### src/rtl/if_fetch_unit.sv
// if_fetch_unit: instruction-fetch stage. Owns the program counter, fetches
// words from instruction memory over a req/ack handshake and queues the
// returned {pc, inst} pairs in a small FIFO whose head feeds the IF/ID register.
module if_fetch_unit #(
   parameter logic [31:0] RESET_PC  = 32'h0000_0000,
   parameter int          DEPTH     = 2,
   parameter logic [31:0] HALT_INST = 32'h0000_0073
) (
   input  logic        CLK,
   input  logic        RST,
   input  logic        stall,
   input  logic        redirect_valid,
   input  logic [31:0] redirect_pc,
   output logic        imem_req,
   output logic [31:0] imem_addr,
   input  logic        imem_ack,
   input  logic [31:0] imem_rdata,
   output logic        valid_if,
   output logic [31:0] PC_if,
   output logic [31:0] Inst_if,
   output logic        halt_if
);

   localparam int PTR_W = (DEPTH > 1) ? $clog2(DEPTH) : 1;
   localparam int CNT_W = $clog2(DEPTH + 1);

   typedef enum logic [1:0] {IDLE, REQ, DROP, HALT} fetch_state_t;

   fetch_state_t     state, state_next;
   logic [31:0]      fetch_pc, fetch_pc_next;
   logic [31:0]      drop_addr;
   logic [31:0]      pc_q   [DEPTH];
   logic [31:0]      inst_q [DEPTH];
   logic [PTR_W-1:0] rd_ptr, wr_ptr;
   logic [CNT_W-1:0] count, count_next;
   logic             push, pop, space;

   // An ack only becomes a FIFO entry when it answers a live request and no
   // redirect is squashing it; the head leaves when IF/ID takes it.
   assign push  = (state == REQ) && imem_ack && !redirect_valid;
   assign pop   = valid_if && !stall && !redirect_valid;
   assign space = (count_next < CNT_W'(DEPTH));

   // A dropped request keeps presenting its original address until its ack,
   // even though fetch_pc already points at the redirect target.
   assign imem_req  = (state == REQ) || (state == DROP);
   assign imem_addr = (state == DROP) ? drop_addr : fetch_pc;

   assign valid_if = (count != '0);
   assign PC_if    = valid_if ? pc_q[rd_ptr]   : 32'd0;
   assign Inst_if  = valid_if ? inst_q[rd_ptr] : 32'd0;
   assign halt_if  = valid_if && (inst_q[rd_ptr] == HALT_INST);

   // Occupancy after this edge; a redirect empties the FIFO outright.
   always_comb begin
      count_next = count;
      if (redirect_valid)
         count_next = '0;
      else if (push && !pop)
         count_next = count + CNT_W'(1);
      else if (pop && !push)
         count_next = count - CNT_W'(1);
   end

   // Next fetch address and fetch FSM transitions; redirect overrides everything.
   always_comb begin
      state_next    = state;
      fetch_pc_next = fetch_pc;
      if (push)
         fetch_pc_next = fetch_pc + 32'd4;
      if (redirect_valid)
         fetch_pc_next = {redirect_pc[31:2], 2'b00};
      case (state)
         IDLE: begin
            if (redirect_valid || space)
               state_next = REQ;
         end
         REQ: begin
            if (redirect_valid)
               state_next = imem_ack ? REQ : DROP;
            else if (imem_ack) begin
               if (imem_rdata == HALT_INST)
                  state_next = HALT;
               else if (space)
                  state_next = REQ;
               else
                  state_next = IDLE;
            end
         end
         DROP: begin
            if (imem_ack)
               state_next = REQ;
         end
         HALT: begin
            if (redirect_valid)
               state_next = REQ;
         end
         default: state_next = IDLE;
      endcase
   end

   // Control state: FSM, program counter, dropped address and FIFO pointers.
   always_ff @(posedge CLK or negedge RST) begin
      if (!RST) begin
         state     <= IDLE;
         fetch_pc  <= RESET_PC;
         drop_addr <= RESET_PC;
         rd_ptr    <= '0;
         wr_ptr    <= '0;
         count     <= '0;
      end else begin
         state    <= state_next;
         fetch_pc <= fetch_pc_next;
         count    <= count_next;
         if ((state == REQ) && redirect_valid && !imem_ack)
            drop_addr <= fetch_pc;
         if (redirect_valid) begin
            rd_ptr <= '0;
            wr_ptr <= '0;
         end else begin
            if (push)
               wr_ptr <= wr_ptr + PTR_W'(1);
            if (pop)
               rd_ptr <= rd_ptr + PTR_W'(1);
         end
      end
   end

   // FIFO storage needs no reset: entries are only visible while count is non-zero.
   always_ff @(posedge CLK) begin
      if (push) begin
         pc_q[wr_ptr]   <= fetch_pc;
         inst_q[wr_ptr] <= imem_rdata;
      end
   end

endmodule

### config.mk
export PLATFORM = sky130hd
export DESIGN_NAME = if_fetch_unit
export DESIGN_NICKNAME = d
export VERILOG_FILES = /design/src/rtl/if_fetch_unit.sv
export SDC_FILE = /design/constraint.sdc
export NUM_CORES = 1
export LEC_CHECK = 0
export ABC_CLOCK_PERIOD_IN_PS = 18500
export BUFFER_PORTS_ARGS = -buffer_cell sky130_fd_sc_hd__buf_4
export CAP_MARGIN = 20
export CELL_PAD_IN_SITES_DETAIL_PLACEMENT = 0
export CELL_PAD_IN_SITES_GLOBAL_PLACEMENT = 2
export CORE_UTILIZATION = 30
export CTS_CLUSTER_DIAMETER = 40
export DETAILED_ROUTE_END_ITERATION = 12
export MAX_ROUTING_LAYER = met4
export PLACE_DENSITY = 0.68
export SLEW_MARGIN = 30
export SYNTH_ARGS = -nofsm -noshare
export SYNTH_HDL_FRONTEND = slang
export SYNTH_SLANG_ARGS = --single-unit
### constraint.sdc
create_clock -name CLK -period 18.5 [get_ports CLK]
set_input_delay 3.7 -clock CLK [delete_from_list [all_inputs] [get_ports CLK]]
set_output_delay 3.7 -clock CLK [all_outputs]
set_load 0.01 [all_outputs]
==> flow_summary.ini <==
[flow_run]
drv_cap = 0

[synth]
syn_area_um2 = 8513
ys_seq_area_share_pct = 63.14
synth_area_per_cell_um2 = 13.45
synthTopCellsByArea = edfxtp_1 (44%), dfrtp_1 (19%), mux2_2 (8.2%), mux2i_1 (7.8%), nor2_1 (3.3%)
synth-seq-cells = 190
syn_inst = 633
synth_top_area_share_pct = 43.74
yosysWarnings = 0
synthTopCellsByCount = edfxtp_1 (124), nor2_1 (74), dfrtp_1 (66), mux2i_1 (66), mux2_2 (62)
synth_top_area_cell = edfxtp_1
synth.distinct_cells = 42
yosysMostFrequentCell = edfxtp_1
synth_edf_count = 124
async_flop_share_pct = 34.74
yosys_most_used_dff = edfxtp_1

[route]
ant_nets = 0
highest_layer = met4
routedWlPerCell_um = 17.66
vias_per_cell = 4.613
drt_iter0_drc = 268
drc_errors = 0
route.met3.wl_um = 1160
drtPass1Iterations = 7
wl_met2_um = 10010
postRouteWirelength_um = 20830
via_count = 5439
wl_met1_um = 9424

[cells_and_area]
drive_gt1_share_pct = 34.50
final.fill_count = 2678
multi_input_area_um2 = 2970
syn_to_final_growth_pct = 25.97
register_area_um2 = 5379
final_nets = 862
utilization_pct = 38.50

[clock_tree]
cts_buffer_depth = 2
clk_latency_ps = 430
postCtsSetupBuffers = 0
cts_tree = done
postCtsHoldBufs = 0
path_clk_slew_ps = 80
htree_levels = 4
cts-root-buf = clkbuf_16
cts_resized = 0
clock-sinks = 190
cts_made_buffers = 17

[power_and_ir_drop]
power.density_nw_per_um2 = 132.0
power.total_mw = 1.415
p_leak_nw = 4.057
ir_worst_vdd_mv = 0.06400

[place]
dp_hpwl_um = 14050
gp_congestion = 0.8197
io_buffers = 161

[critical_path]
r2r.worst_path.cells = 7
critPathTopFamily = flip-flops
path_class = flop to primary output
crit_path_top_delay_cell = dfrtp_4
worst-path-buf-inv = 2
cp.required_ps = 14800
crit_cells = 5
crit_top_cell = buf_4
cp_max_fo = 36
cp_cell_sequence = buf_4, or4b_2, o22ai_1, and3_1, buf_4
r2r-start = state[1]$_DFFE_PN0P_
crit_start = rd_ptr$_DFFE_PN0P_
r2r_slack_ps = 16180
worst_setup_path_end_kind = primary output
cp.arrival_ps = 3080
startpoint_type = flop
crit_end = halt_if
r2r_end = fetch_pc[31]$_DFFE_PN0N_
max_stage_delay_ps = 840

[grt]
grtUsageTotal_pct = 15.08
antenna_found_initial = 1
grt_pass1_wl_um = 31590
grt_max_degree = 68
overflow = 0
grt_pass1_vias = 5547

[floorplan]
row_count = 61
fp.dieW_um = 170.5
core_region_area_um2 = 27860
initial_core_util_pct = 30.56
dieHeight_um = 170.5
io_pins = 168
dieArea_um2 = 29050

[timing]
slew_headroom_pct = 40.39
rsz0062_at_grt = false
fin_skew_ps = 15.11
max_freq_ghz = 0.1476
finalSetupViolCount = 0
hold_viol = 0
min_period_over_period_pct = 36.62
fin_setup_tns_ps = 0
finalCriticalPeriod_ps = 6775
tightest_slew_ps = 894.1
drv_slew = 0

[hold_path]
worst_hold_path_type = flop to flop

[outcome]
outcome = finished clean
[power by group]
| group | total, mW | switching, mW | internal [mW] |
|---|---|---|---|
| registers | 0.593 | 0.0572 | 0.535 |
| clock network | 0.368 | 0.184 | 0.184 |
| logic | 0.455 | 0.236 | 0.218 |
[registers in the layout (all words and copies together) (netlist names)]
name       count
inst_q        64
pc_q          60
drop_addr     30
fetch_pc      30
count          2
state          2
rd_ptr         1
wr_ptr         1
[tightest hold or removal path: cells and delay by family, from the launching register on]
| kind | cells | cell delay, ps |
|---|---|---|
| flops | 1 | 350 |
| compound gates | 1 | 60 |
| simple gates | 1 | 50 |
[through the flow]
| stage | hold WS [ps] | cell area (µm²) | std cells | setup slack (ps) |
|---|---|---|---|---|
| 6_report | 482.5 | 10720 | 1179 | 11720 |
| 5_1_grt | 516.6 | 10720 | 1179 | 11550 |
| 4_1_cts | 487.1 | 10710 | 1178 | 11630 |
| 3_5_place_dp | 470.4 | 10100 | 1146 | 12110 |
| 3_3_place_gp | 465.2 | 10100 | 1146 | 12170 |
| 2_1_floorplan | 436.8 | 8524 | 636 | 9249 |
[layer usage]
| metal | track usage [%] | vias up |
|---|---|---|
| met4 | 3.956 | 0 |
| met2 | 24.27 | 136 |
| met5 | - | - |
| li1 | - | 2614 |
| met1 | 18.81 | 2671 |
| met3 | 3.884 | 18 |
[area by class of cell]
| cell class | instances | share of cell area [%] |
|---|---|---|
| flip-flops and latches | 190 | 50.16 |
| multi-input cells | 402 | 27.70 |
| repair buffers | 167 | 11.73 |
| well taps | 378 | 4.410 |
| clock buffers | 17 | 3.967 |
| clock inverters | 15 | 1.703 |
| inverters | 9 | 0.3150 |
| diodes | 1 | 0.02333 |
[worst min path at each step]
stage / start / endpoint / slack (ps) / cells after the start
2_1_floorplan: fetch_pc[12]$_DFFE_PN0N_ / pc_q[0][12]$_DFFE_PP_ / 440 / 0
3_3_place_gp: drop_addr[10]$_DFFE_PN0P_ / drop_addr[10]$_DFFE_PN0P_ / 470 / 2
3_5_place_dp: drop_addr[10]$_DFFE_PN0P_ / drop_addr[10]$_DFFE_PN0P_ / 470 / 2
4_1_cts: drop_addr[10]$_DFFE_PN0P_ / drop_addr[10]$_DFFE_PN0P_ / 490 / 2
5_1_grt: drop_addr[13]$_DFFE_PN0P_ / drop_addr[13]$_DFFE_PN0P_ / 520 / 1
6_report: drop_addr[10]$_DFFE_PN0P_ / drop_addr[10]$_DFFE_PN0P_ / 480 / 2
[kinds of logic (layout without fill, tap and decap cells)]
kind of cell / after synthesis / in the layout / share of synthesized area [%]
and+or+nand+nor: 192 / 192 / 11.71
DFF: 190 / 190 / 63.14
muxes: 128 / 128 / 15.96
buffers and inverters: 44 / 208 / 2.396
AOI/OAI and AO/OA: 39 / 39 / 2.469
xor gates and xnor gates: 33 / 33 / 3.395
adders and majority gates: 6 / 6 / 0.8818
other: 1 / 5 / 0.04405
[cell usage in the layout, fill, tap and decap left out, types with 2 or more instances in the layout]
cell type | Yosys | final
mux2i_1 | 66 | 66
inv_1 | 9 | 9
buf_4 | 5 | 166
xnor2_1 | 16 | 16
nand4_4 | 2 | 2
nand2_1 | 45 | 45
nor4_1 | 15 | 15
inv_6 | 0 | 4
conb_1 | 1 | 4
nor4b_1 | 4 | 4
clkbuf_16 | 0 | 17
o21bai_1 | 2 | 2
inv_8 | 0 | 3
nor3_1 | 4 | 3
o22ai_1 | 3 | 3
nand4_1 | 15 | 15
nor4_4 | 2 | 2
o21ai_0 | 15 | 15
dfrtp_1 | 66 | 65
mux2_2 | 62 | 62
a21oi_1 | 3 | 3
nor2_2 | 2 | 2
edfxtp_1 | 124 | 124
nand3_1 | 13 | 13
o21ai_1 | 14 | 14
and3_1 | 3 | 3
ha_1 | 6 | 4
clkinv_8 | 0 | 5
nor2_1 | 74 | 74
xor2_1 | 17 | 17
nor4bb_1 | 4 | 4
No activity file was read; power rests on OpenSTA's default activity.
